[config.mk]
export PLATFORM = sky130hd
export DESIGN_NAME = sysctrl_gen
export DESIGN_NICKNAME = d
export VERILOG_FILES = /design/src/rtl/sysctrl_gen.sv
export SDC_FILE = /design/constraint.sdc
export NUM_CORES = 1
export LEC_CHECK = 0
export CAP_MARGIN = 20
export CORE_UTILIZATION = 43
export CTS_CLUSTER_SIZE = 24
export DETAILED_ROUTE_END_ITERATION = 10
export MAX_ROUTING_LAYER = met4
export PLACE_DENSITY = 0.78
export SLEW_MARGIN = 25
export SYNTH_ARGS = -nofsm -noshare
export SYNTH_HDL_FRONTEND = slang
export SYNTH_SLANG_ARGS = --single-unit
[constraint.sdc]
create_clock -name clk -period 3.8 [get_ports clk]
set_input_delay 0.95 -clock clk [delete_from_list [all_inputs] [get_ports clk]]
set_output_delay 0.95 -clock clk [all_outputs]
set_load 0.1 [all_outputs]
[src/rtl/sysctrl_gen.sv]
// MCU system-control slave: byte-serial command decoder, indexed config-variable file,
// interrupt aggregator, MCU-to-core port FIFO and LED/colour/button service.
module sysctrl_gen #(
    parameter logic [7:0]  CORE_ID      = 8'h01,
    parameter int unsigned NUM_VARS     = 16,
    parameter logic [7:0]  VAR_BASE     = 8'h41,
    parameter int unsigned INT_CHANNELS = 8,
    parameter int unsigned FIFO_DEPTH   = 8
) (
    input  logic                    clk,
    input  logic                    reset_n,
    input  logic                    data_in_strobe,
    input  logic                    data_in_start,
    input  logic [7:0]              data_in,
    output logic [7:0]              data_out,
    output logic                    int_out_n,
    input  logic [INT_CHANNELS-1:0] int_in,
    output logic [INT_CHANNELS-1:0] int_ack,
    input  logic [1:0]              buttons,
    output logic [1:0]              leds,
    output logic [23:0]             color,
    output logic [8*NUM_VARS-1:0]   cfg_vars,
    output logic [NUM_VARS-1:0]     cfg_strobe,
    input  logic                    port_out_available,
    input  logic [7:0]              port_out_data,
    output logic                    port_out_strobe,
    output logic [7:0]              port_in_data,
    output logic                    port_in_valid,
    input  logic                    port_in_ready
);
    localparam int unsigned PTR_W = 9;
    localparam int unsigned AW    = $clog2(FIFO_DEPTH);
    localparam int unsigned CW    = AW + 1;

    // Pointer value that can never reach a valid variable again
    localparam logic [PTR_W-1:0] PTR_DEAD = '1;

    localparam logic [7:0] CMD_STATUS  = 8'd0;
    localparam logic [7:0] CMD_LEDS    = 8'd1;
    localparam logic [7:0] CMD_COLOR   = 8'd2;
    localparam logic [7:0] CMD_BUTTONS = 8'd3;
    localparam logic [7:0] CMD_VAR_WR  = 8'd4;
    localparam logic [7:0] CMD_INT     = 8'd5;
    localparam logic [7:0] CMD_SYSSTAT = 8'd6;
    localparam logic [7:0] CMD_PORTOUT = 8'd7;
    localparam logic [7:0] CMD_PORTIN  = 8'd8;
    localparam logic [7:0] CMD_VAR_RD  = 8'd9;
    localparam logic [7:0] CMD_FIFOST  = 8'd10;

    logic [7:0]           command_q, command_d;
    logic [7:0]           idx_q, idx_d;
    logic [PTR_W-1:0]     ptr_q, ptr_d, ptr_new, var_ptr, ptr_next;
    logic [7:0]           latch_q, latch_d;
    logic [7:0]           var_rdata, data_rev;
    logic                 overflow_q, overflow_d;
    logic                 coldboot_q, coldboot_d;
    logic                 sys_int_q, sys_int_d;
    logic                 poa_q;

    logic [7:0]           data_out_d;
    logic [1:0]           leds_d;
    logic [23:0]          color_d;
    logic [8*NUM_VARS-1:0] cfg_vars_d;
    logic [NUM_VARS-1:0]  cfg_strobe_d;
    logic [INT_CHANNELS-1:0] int_ack_d;
    logic                 port_out_strobe_d;

    logic [7:0]           mem [FIFO_DEPTH];
    logic [AW-1:0]        wr_q, wr_d, rd_q, rd_d;
    logic [CW-1:0]        count_q, count_d;
    logic [7:0]           head_d;
    logic                 valid_d;
    logic                 push_req, push_ok, pop, drop, clr_overflow, fifo_full;
    logic                 unused_int0;

    assign unused_int0 = int_in[0];
    assign fifo_full   = (count_q == CW'(FIFO_DEPTH));
    assign int_out_n   = ~((|int_in[INT_CHANNELS-1:1]) | sys_int_q);

    // Variable pointer handling shared by burst write and burst read
    always_comb begin
        ptr_new  = (data_in < VAR_BASE) ? PTR_DEAD : {1'b0, data_in - VAR_BASE};
        var_ptr  = (idx_q == 8'd1) ? ptr_new : ptr_q;
        ptr_next = (var_ptr == PTR_DEAD) ? var_ptr : var_ptr + PTR_W'(1);
        var_rdata = 8'h00;
        for (int i = 0; i < int'(NUM_VARS); i++) begin
            if (var_ptr == PTR_W'(i)) var_rdata = cfg_vars[8*i +: 8];
        end
        for (int i = 0; i < 8; i++) data_rev[i] = data_in[7-i];
    end

    // Command decoder: next state and reply for each strobed byte
    always_comb begin
        command_d         = command_q;
        idx_d             = idx_q;
        ptr_d             = ptr_q;
        latch_d           = latch_q;
        coldboot_d        = coldboot_q;
        data_out_d        = data_out;
        leds_d            = leds;
        color_d           = color;
        cfg_vars_d        = cfg_vars;
        cfg_strobe_d      = '0;
        int_ack_d         = '0;
        port_out_strobe_d = 1'b0;
        push_req          = 1'b0;
        clr_overflow      = 1'b0;

        if (data_in_strobe && data_in_start) begin
            command_d = data_in;
            idx_d     = 8'd1;
        end else if (data_in_strobe && idx_q != 8'd0) begin
            idx_d = (idx_q == 8'hFF) ? idx_q : idx_q + 8'd1;
            case (command_q)
                CMD_STATUS: begin
                    case (idx_q)
                        8'd1:    data_out_d = 8'h5C;
                        8'd2:    data_out_d = 8'h42;
                        8'd3:    data_out_d = CORE_ID;
                        8'd4:    data_out_d = 8'(NUM_VARS);
                        default: ;
                    endcase
                end
                CMD_LEDS: begin
                    if (idx_q == 8'd1) leds_d = data_in[1:0];
                end
                CMD_COLOR: begin
                    case (idx_q)
                        8'd1:    color_d[15:8]  = data_rev;
                        8'd2:    color_d[7:0]   = data_rev;
                        8'd3:    color_d[23:16] = data_rev;
                        default: ;
                    endcase
                end
                CMD_BUTTONS: data_out_d = {6'b0, buttons};
                CMD_VAR_WR: begin
                    if (idx_q == 8'd1) begin
                        ptr_d = ptr_new;
                    end else begin
                        for (int i = 0; i < int'(NUM_VARS); i++) begin
                            if (var_ptr == PTR_W'(i)) begin
                                cfg_vars_d[8*i +: 8] = data_in;
                                cfg_strobe_d[i]      = 1'b1;
                            end
                        end
                        ptr_d = ptr_next;
                    end
                end
                CMD_INT: begin
                    if (idx_q == 8'd1) int_ack_d = data_in[INT_CHANNELS-1:0];
                    data_out_d = 8'({int_in[INT_CHANNELS-1:1], sys_int_q});
                end
                CMD_SYSSTAT: begin
                    data_out_d = {4'b0, overflow_q, fifo_full, port_out_available, coldboot_q};
                    if (idx_q == 8'd1) coldboot_d = 1'b0;
                end
                CMD_PORTOUT: begin
                    if (idx_q == 8'd1) begin
                        data_out_d        = {7'b0, port_out_available};
                        latch_d           = port_out_data;
                        port_out_strobe_d = port_out_available;
                    end else if (idx_q == 8'd2) begin
                        data_out_d = latch_q;
                    end
                end
                CMD_PORTIN: push_req = 1'b1;
                CMD_VAR_RD: begin
                    data_out_d = var_rdata;
                    ptr_d      = ptr_next;
                end
                CMD_FIFOST: begin
                    if (idx_q == 8'd1) data_out_d = 8'(CW'(FIFO_DEPTH) - count_q);
                    else if (idx_q == 8'd2) clr_overflow = 1'b1;
                end
                default: ;
            endcase
        end
    end

    // FIFO bookkeeping, sticky overflow and system interrupt
    always_comb begin
        pop     = port_in_valid & port_in_ready;
        push_ok = push_req & (~fifo_full | pop);
        drop    = push_req & fifo_full & ~pop;
        rd_d    = pop ? rd_q + AW'(1) : rd_q;
        wr_d    = push_ok ? wr_q + AW'(1) : wr_q;
        case ({push_ok, pop})
            2'b10:   count_d = count_q + CW'(1);
            2'b01:   count_d = count_q - CW'(1);
            default: count_d = count_q;
        endcase
        // Registered head: bypass the byte being written if it lands at the new head
        head_d  = (push_ok && wr_q == rd_d) ? data_in : mem[rd_d];
        valid_d = (count_d != CW'(0));

        overflow_d = overflow_q;
        if (drop) overflow_d = 1'b1;
        else if (clr_overflow) overflow_d = 1'b0;

        sys_int_d = (port_out_available & ~poa_q) | (drop & ~overflow_q) | (sys_int_q & ~int_ack[0]);
    end

    always_ff @(posedge clk) begin
        if (push_ok) mem[wr_q] <= data_in;
    end

    always_ff @(posedge clk or negedge reset_n) begin
        if (!reset_n) begin
            command_q       <= 8'd0;
            idx_q           <= 8'd0;
            ptr_q           <= '0;
            latch_q         <= 8'd0;
            overflow_q      <= 1'b0;
            coldboot_q      <= 1'b1;
            sys_int_q       <= 1'b1;
            poa_q           <= 1'b0;
            data_out        <= 8'd0;
            leds            <= 2'd0;
            color           <= 24'd0;
            cfg_vars        <= '0;
            cfg_strobe      <= '0;
            int_ack         <= '0;
            port_out_strobe <= 1'b0;
            wr_q            <= '0;
            rd_q            <= '0;
            count_q         <= '0;
            port_in_data    <= 8'd0;
            port_in_valid   <= 1'b0;
        end else begin
            command_q       <= command_d;
            idx_q           <= idx_d;
            ptr_q           <= ptr_d;
            latch_q         <= latch_d;
            overflow_q      <= overflow_d;
            coldboot_q      <= coldboot_d;
            sys_int_q       <= sys_int_d;
            poa_q           <= port_out_available;
            data_out        <= data_out_d;
            leds            <= leds_d;
            color           <= color_d;
            cfg_vars        <= cfg_vars_d;
            cfg_strobe      <= cfg_strobe_d;
            int_ack         <= int_ack_d;
            port_out_strobe <= port_out_strobe_d;
            wr_q            <= wr_d;
            rd_q            <= rd_d;
            count_q         <= count_d;
            port_in_data    <= head_d;
            port_in_valid   <= valid_d;
        end
    end

endmodule

Word-level counts from Yosys, hierarchy flattened
Memory sizes are Yosys's and may differ from the RTL's. A register that Yosys moved wholly into a read port is not among the register bits.
Cells that the tools add are included.

word-level totals
  register bits = 235
  bits in writable memories = 64
  memories = 1
  word-level logic and storage cells = 211
  output and inout port bits = 197
  bits of input ports = 32

cells by class
  magnitude comparators = 1
  equal/unequal tests = 38
  bitwise operators = 19
  reduce and logical (&&, ||, !) cells = 37
  add/subtract/negate cells = 8
  muxes and demuxes = 71

memory list
  memory  words  width  read ports  clocked after memory_dff  write ports  line  text
  mem     8      8      1           1                         1            68    logic [7:0] mem [FIFO_DEPTH];

operators by type and width
  operator                                                              count
  8-bit two-way mux                                                     26
  5-bit AND reduction                                                   16
  9-bit by 4-bit == test with 1-bit output, second input constant       8
  16-bit two-way mux                                                    4
  8-bit one-hot mux with 7 select lines                                 1
  8-bit by 3-bit == test with 1-bit output, second input constant       5
  9-bit by 3-bit == test with 1-bit output, second input constant       4
  9-bit two-way mux                                                     4
  8-bit by 2-bit == test with 1-bit output, second input constant       4
  1-bit two-way mux                                                     32
  8-bit one-hot mux with 4 select lines                                 1
  8-bit by 4-bit == test with 1-bit output, second input constant       3
  4-bit AND reduction                                                   6
  9-bit by 2-bit == test with 1-bit output, second input constant       2
  9-bit one-hot mux with 2 select lines                                 1
  8-bit by 1-bit == test with 1-bit output, second input constant       2
  9-bit by 1-bit adder with 9-bit output, second input constant         1
  9-bit by 1-bit == test with 1-bit output, second input constant       1
  9-bit == test, second input constant                                  1
  9-bit zero test                                                       1
  8-bit by 1-bit adder with 8-bit output, second input constant         1
  8-bit == test, second input constant                                  1
  8-bit zero test                                                       1
  8-bit by 7-bit < comparator with 1-bit output, second input constant  1
  26 further kinds                                                      47

Depth between registers and ports, before layout
Gate-level depths: netlist of the first run.

  depth in word-level cells = 21
  mapped depth = 20
  gate-level depth less buffers = 15

Worst setup path after synthesis of the first run
Ideal clock, no wire load.

  kind = input -> register
  start point = in data_in[2]
  end point = reg cfg_vars[122]
  data required time = 3.674 ns
  data arrival time = 4.071 ns
  setup time = 0.126 ns
  buffers on the path = 4
  setup slack = -0.396 ns
  stages on the path = 13
  cell sequence = buf_2 -> nor4_2 -> a31oi_1 -> buf_2 -> a31oi_1 -> ha_1 -> clkbuf_1 -> inv_1 -> a211oi_1 -> nand3_1 -> nor2_1 -> buf_2 -> mux2_2

between the ends
  longest elaborated chain between the ends = 5
  elaborated cells between the ends (all ways) = 6
  those cells by class = add/sub (1); order compare (1); eq/ne (1); mux (2); reduce/logical (1)

ends and longest elaborated chain
  what                                                                                                          line  text
  start, declared                                                                                               14    input logic [7:0] data_in,
  8-bit by 7-bit subtractor with 8-bit output or 8-bit by 7-bit < comparator with 1-bit output (tied branches)  82    ptr_new = (data_in < VAR_BASE) ? PTR_DEAD : {1'b0, data_in - VAR_BASE};
  9-bit two-way mux                                                                                             82
  9-bit two-way mux                                                                                             83    var_ptr = (idx_q == 8'd1) ? ptr_new : ptr_q;
  9-bit by 4-bit == test with 1-bit output                                                                      141   if (var_ptr == PTR_W'(i)) begin
  5-bit AND reduction (no line)                                                                                 -
  end signal, assigned                                                                                          241   cfg_vars <= cfg_vars_d;
  end, declared                                                                                                 22    output logic [8*NUM_VARS-1:0] cfg_vars,

Parallel ways exist; a longest one is shown, timed or not.
A chain may end at the register's enable or synchronous reset.

Worst setup path in the final report of the first run
  start point = reg idx_q[1]
  end point = reg data_out[2]

between the ends
  longest elaborated chain between the ends = 20
  elaborated cells between the ends (all ways) = 46
  those cells by class = eq/ne (22); mux (20); reduce/logical (4)

ends and longest elaborated chain
  what                                      line  text
  start, declared                           51    logic [7:0] idx_q, idx_d;
  start signal, assigned                    231   idx_q <= idx_d;
  8-bit by 1-bit == test with 1-bit output  -
  9-bit two-way mux                         83
  9-bit zero test                           87    if (var_ptr == PTR_W'(i)) var_rdata = cfg_vars[8*i +: 8];
  8-bit two-way mux (16 in a row)           87
  8-bit one-hot mux with 7 select lines     114   case (command_q)
  end signal, assigned                      238   data_out <= data_out_d;
  end, declared                             15    output logic [7:0] data_out,

Parallel ways exist; a longest one is shown, timed or not. The select of a mux whose other input is x is not followed.

==> metrics.csv, run 1 <==
metric,value,unit
status,"complete, no violations",
clock transition at the registers of the reported paths,0.06,ns
clk sinks,307,
CP bufs+invs,3,
GR Overflow Total,0,
Die W,189,um
Num CTS Buffers,31,
sw frac,40.0,%
Hold WS,0.406,ns
Mean Syn Cell Area,11.6,um^2
CTS Buffer Depth,3,
hold_buf cts,0,
ys async rst share,79.2,%
dpl hpwl,35.8,mm
Gate Count Post-Synth,1297,
Min-Delay Path Class,primary input to asynchronous set/reset pin,
# setup viols final,0,
synth-to-layout area growth,36.8,%
clock network fraction of total power,24.9,%
Sequential Power Share,27.2,%
DRC Markers,0,
"flops & latches, synth",307,
die area,35700,um^2
leakage,9.15,nW
Post-synth EDFFs,64,
Hold Fails Final Rpt,0,
P_sw,5.54,mW
Crit-path slowest cell,or4b_4,
Max Slew Vio Count,0,
Worst setup EP type,register,
min cycle time layout,3.67,ns
critical path arrival,4.09,ns
initial core utilization,43.6,%
gpl congestion,1.01,
critical path type,register to register,
synthesized cell area,15000,um^2
top sig layer,met4,
maxcap violations,0,
register area share after synthesis,53.3,%
Main synth FF type,dfrtp_1,
placed cells,2125,
DR WL met3,3.15,mm
Worst EP required,4.22,ns
WL met2,24.2,mm
Setup Buffers After CTS,0,
DR iter-0 viols,992,
pwr dens,674,nW/um^2
crit-path cells,inv_1 > ha_1 > or4b_4 > nor2_4 > buf_4 > a31oi_2 > a2111oi_4 > buf_12 > nand3_2 > a2bb2oi_1 > o211ai_1 > a22oi_1,
total negative slack,0,ns
Tcrit/Tclk final,96.5,%
initial antenna violation count,2,
CTS tree,yes,
Core ar.,34500,um^2
ratio of cells with drive above 1 in the final layout,31.9,%
total track usage,28.4,%
Worst-Margin Slew,1.16,ns
largest net degree at the start of global routing,100,
share of the synthesized area in the top cell type,40.1,%
clk root buf,clkbuf_16,
vias in the first global route,12900,
drt wl/cell,22.7,um
clk_lat worst skew,0.58,ns
number of library cell types mapped by synthesis,89,
"CP delay by family, top",compound AO/OA/AOI/OAI gates,
io pins,229,
RSZ-0062 raised after global routing,true,
NumNets Final,1751,
Cell Int Power,8.30,mW
WL met1,20.4,mm
synth warn,0,
CTS H-tree depth,1,
first-pass GRT wire length,75.7,mm
crit path max fanout,28,
"antenna viol nets, final",0,
FMAX,0.273,GHz
Post-Syn Nets,1345,
Layout fillers,2788,
Via density,5.79,
Worst path max stage delay,0.54,ns
routed via count,12700,
IO Port Bufs,227,
critical path launch point type,register,
TritonRoute pass-1 iters,5,
Max IR drop VDD,0.474,mV
Chip Height,189,um
Overall Power,13.8,mW
largest cells by area after synthesis,"dfrtp_1 40%, edfxtp_1 13%, mux2_2 10%, nand2_1 2.8%, mux2i_1 2.5%",
dpl cell area,19300,um^2
largest area contributor in the netlist,dfrtp_1,
fin area,20500,um^2
combinational share of power,47.9,%
Worst Skew,0.0134,ns
Post-Route WL,49.6,mm
relative slew slack,20.9,%
Post-Layout Cell Count,2186,
row count,68,
==> path summary, 6_finish.rpt <==
path                                      start                 endpoint  slack, ns  depth (start not counted)
max in group asynchronous               reset_n  cfg_vars[4]$_DFFE_PN0P_       2.55                          2
max reg2reg                idx_q[1]$_DFFE_PN0P_  data_out[2]$_DFFE_PN0P_       0.13                         12
min in group clk                poa_q$_DFF_PN0_      sys_int_q$_DFF_PN1_       0.45                          1
max                        idx_q[1]$_DFFE_PN0P_  data_out[2]$_DFFE_PN0P_       0.13                         12
min                                     reset_n   latch_q[1]$_DFFE_PN0P_       0.41                          1
min reg2reg                     poa_q$_DFF_PN0_      sys_int_q$_DFF_PN1_       0.45                          1
==> area by class of cell <==
type | count | area, um^2 | share of cell area (%)
diodes | 3 | 7.51 | 0.0365
clock buffers | 39 | 836 | 4.07
clock inverters | 19 | 312 | 1.52
inverters | 41 | 154 | 0.749
multi-input cells | 875 | 6710 | 32.7
flip-flops and latches | 307 | 8010 | 39.0
well taps | 455 | 569 | 2.77
repair buffers | 447 | 3950 | 19.2
==> worst register-to-register path: stages (launching register included) <==
cell,delay (ns)
dfrtp_1,0.38
inv_1,0.10
ha_1,0.18
or4b_4,0.54
nor2_4,0.20
buf_4,0.37
a31oi_2,0.24
a2111oi_4,0.41
buf_12,0.19
nand3_2,0.21
a2bb2oi_1,0.21
o211ai_1,0.36
a22oi_1,0.13
==> power groups by stage <==
| stage | clock network (mW) | registers (mW) | logic, mW |
|---|---|---|---|
| after detailed placement | 0 | 3.82 | 6.38 |
| after global placement | 0 | 3.81 | 6.30 |
| after floorplan | 0 | 4.46 | 3.15 |
| final | 3.44 | 3.76 | 6.63 |
| after CTS | 3.49 | 3.76 | 6.48 |
| after global routing | 3.62 | 3.79 | 7.04 |
==> repair_timing <==
item	in CTS	in global routing
endpoints found under the hold margin	0	0
cloned	0	0
endpoints found under the setup margin	7	107
resized for setup	9	24
pin swaps	2	7
==> cells in the final DEF, fill, tap and decap left out, types with 10 or more instances in the layout <==
cell and instances:
buf_4 265, dfrtp_1 241, clkdlybuf4s50_1 162, mux2_2 135
nand2_1 111, nor2_1 70, o21ai_0 65, edfxtp_1 64
a21oi_1 51, mux2i_1 37, inv_1 36, nor3_1 31
clkbuf_16 31, nand3_1 25, a211oi_1 16, o211ai_1 15
a31oi_1 14, xnor2_1 14, nand2b_1 13, a221o_1 13
ha_1 12, buf_12 12, and3_1 11, o221ai_1 10
a22oi_1 10
==> synth_stat cells (all sizes together) (14+ instances only) <==
cell / count
o211ai: 17
xnor2: 14
a31oi: 17
a21oi: 52
inv: 41
nor2: 81
o21ai: 72
nand3: 28
mux2i: 37
nor3: 39
mux2: 140
nand2: 113
edfxtp: 64
buf: 27
dfrtp: 241
ha: 15
a211oi: 23
clkbuf: 47
==> sequential cells by signal (all words and copies together), names as in the netlist, 2 cells and up <==
signal	count
cfg_vars	128
mem	64
color	24
cfg_strobe	16
ptr_q	9
command_q	8
data_out	8
idx_q	8
int_ack	8
latch_q	8
port_in_data	8
count_q	4
rd_q	3
wr_q	3
leds	2
==> cell families after synthesis <==
family / Yosys count / synth area share, %
AO/OA/AOI/OAI: 307 / 14.5
XOR/XNOR: 21 / 1.22
adder cells (fa/ha/maj): 16 / 1.38
buffers and inverters: 115 / 3.30
flip-flops: 307 / 53.3
multiplexers: 185 / 14.2
AND/OR/NAND/NOR: 346 / 12.1
==> stage by stage <==
step                      setup WS (ns)  utilization (%)
after CTS                       0.00655             59.4
after floorplan                 -0.0549                -
after global routing            -0.0167             59.6
final                             0.131             59.6
after detailed placement         -0.927             55.9
after global placement           -0.944             55.9
==> routing by layer <==
layer	up-vias	track usage, %
li1	5660	-
met1	6298	35.8
met2	573	46.7
met3	129	3.65
met4	0	11.1
met5	-	-
No activity file was read; power rests on OpenSTA's default activity.
==> inputs of run 2 (changes only) <==
CELL_PAD_IN_SITES_DETAIL_PLACEMENT = 1   (was default)
CELL_PAD_IN_SITES_GLOBAL_PLACEMENT = 1   (was default)
CORE_MARGIN = 2   (was default)
CORE_UTILIZATION = 39   (was 43)
CTS_CLUSTER_SIZE = 20   (was 24)
PLACE_DENSITY = 0.86   (was 0.78)
==> metrics.csv, run 2 (synthesis results as in run 1) <==
metric,value,unit
status,"complete, no violations",
Core ar.,37800,um^2
DRC Markers,0,
CP bufs+invs,5,
gpl congestion,0.939,
CTS Buffer Depth,3,
row count,71,
pwr dens,687,nW/um^2
CTS tree,yes,
Chip Height,200,um
placed cells,2178,
largest net degree at the start of global routing,91,
total track usage,30.8,%
Worst setup EP type,register,
# setup viols final,0,
max reg flops,128,
FMAX,0.271,GHz
ratio of cells with drive above 1 in the final layout,34.3,%
DR WL met3,3.58,mm
Max Slew Vio Count,0,
min cycle time layout,3.68,ns
clock transition at the registers of the reported paths,0.06,ns
Layout fillers,4005,
drt wl/cell,26.7,um
IO Port Bufs,227,
"CP delay by family, top",compound AO/OA/AOI/OAI gates,
Hold Fails Final Rpt,0,
routed via count,13300,
Post-Route WL,60.3,mm
die area,40100,um^2
area of the multi-input gates,6840,um^2
WL met1,23.2,mm
first-pass GRT wire length,91.8,mm
reg2reg setup slack,0.12,ns
critical path arrival,4.09,ns
clk root buf,clkbuf_16,
"antenna viol nets, final",0,
Worst Skew,0.0170,ns
Reg with most FFs,cfg_vars,
CTS H-tree depth,2,
relative slew slack,31.4,%
WL met2,30.4,mm
critical path type,register to register,
crit path max fanout,12,
Post-Layout Cell Count,2256,
leakage,9.26,nW
dpl hpwl,42.7,mm
Via density,5.91,
Crit-path slowest cell,or4b_4,
top sig layer,met4,
maxcap violations,0,
vias in the first global route,14500,
Overall Power,14.3,mW
crit-path cells,inv_2 > ha_4 > or4b_4 > nor2_4 > a31oi_4 > inv_2 > ha_1 > buf_4 > inv_2 > a2111o_1 > o221ai_2 > a2111oi_4 > buf_4 > a2111oi_1 > a211o_1 > a31oi_1,
Worst path max stage delay,0.49,ns
Reg area,8010,um^2
clk sinks,307,
Tcrit/Tclk final,96.9,%
"most used cell, CP",inv_2,
biggest regs,"cfg_vars: 128 flops, mem: 64 flops, color: 24 flops",
"most common cell after layout, fill and taps aside",buf_4,
DR iter-0 viols,1003,
Num CTS Buffers,35,
Max IR drop VDD,0.382,mV
Hold WS,0.429,ns
NumNets Final,1765,
io pins,229,
TritonRoute pass-1 iters,7,
Worst-Margin Slew,1.03,ns
initial antenna violation count,2,
critical path launch point type,register,
Worst EP required,4.21,ns
synth-to-layout area growth,38.9,%
Min-Delay Path Class,primary input to asynchronous set/reset pin,
clk_lat worst skew,0.54,ns
Die W,200,um
most frequent cells in the layout,"273 x buf_4, 241 x dfrtp_1, 147 x clkdlybuf4s50_1",
GR Overflow Total,0,
initial core utilization,39.7,%
run 2: final timing paths:
path	start	end	depth (start not counted)
worst max-delay path	idx_q[1]$_DFFE_PN0P_	data_out[0]$_DFFE_PN0P_	16
worst min-delay path	reset_n	cfg_strobe[8]$_DFF_PN0_	1
worst max register to register	idx_q[1]$_DFFE_PN0P_	data_out[0]$_DFFE_PN0P_	16
worst min register to register	poa_q$_DFF_PN0_	sys_int_q$_DFF_PN1_	1
max in group asynchronous	reset_n	int_ack[7]$_DFF_PN0_	2
min in group clk	poa_q$_DFF_PN0_	sys_int_q$_DFF_PN1_	1
run 2: metrics by stage:
| stage | instance area, um^2 | setup TNS [ns] | util (%) | setup slack, ns |
|---|---|---|---|---|
| 2_1_floorplan | 15100 | -0.0549 | - | -0.0549 |
| 3_3_place_gp | 19300 | -48.25 | 51.1 | -0.863 |
| 3_5_place_dp | 19300 | -63.15 | 51.1 | -0.911 |
| 4_1_cts | 20700 | 0 | 54.6 | 0.0278 |
| 5_1_grt | 20900 | -0.0223 | 55.1 | -0.0221 |
| 6_report | 20900 | 0 | 55.1 | 0.117 |
run 2: worst reg2reg max path: cells and delay by family (launching register included):
family          cells  cell delay (ns)
simple gates        2             0.73
compound gates      7             1.45
fa+ha+maj           2             0.31
flops               1             0.39
buf+inv             5             0.67
run 2: layer usage:
layer | vias up | global-route usage, %
met1 | 6810 | 35.6
met2 | 638 | 51.9
met4 | 0 | 15.2
li1 | 5677 | -
met5 | - | -
met3 | 200 | 5.04
run 2: area by class of cell:
cell class,count,share of cell area [%]
sequential,307,38.4
multi-input combinational,875,32.8
timing repair buffer,457,19.6
clock buffer,50,4.76
tap,511,3.06
inverter,41,0.737
clock inverter,13,0.665
antenna,2,0.0240
run 2: power by group:
group	switching [mW]	leakage, nW	internal, mW
logic	4.32	4.87	2.80
registers	0.211	3.83	3.58
clock network	1.45	0.554	1.97
run 2: timing repair:
action,4_1_cts,5_1_grt
gates cloned,0,1
setup endpoints to repair,14,33
pin swaps,7,19
hold buffers,0,0
setup buffers,6,6
resized for setup,31,43
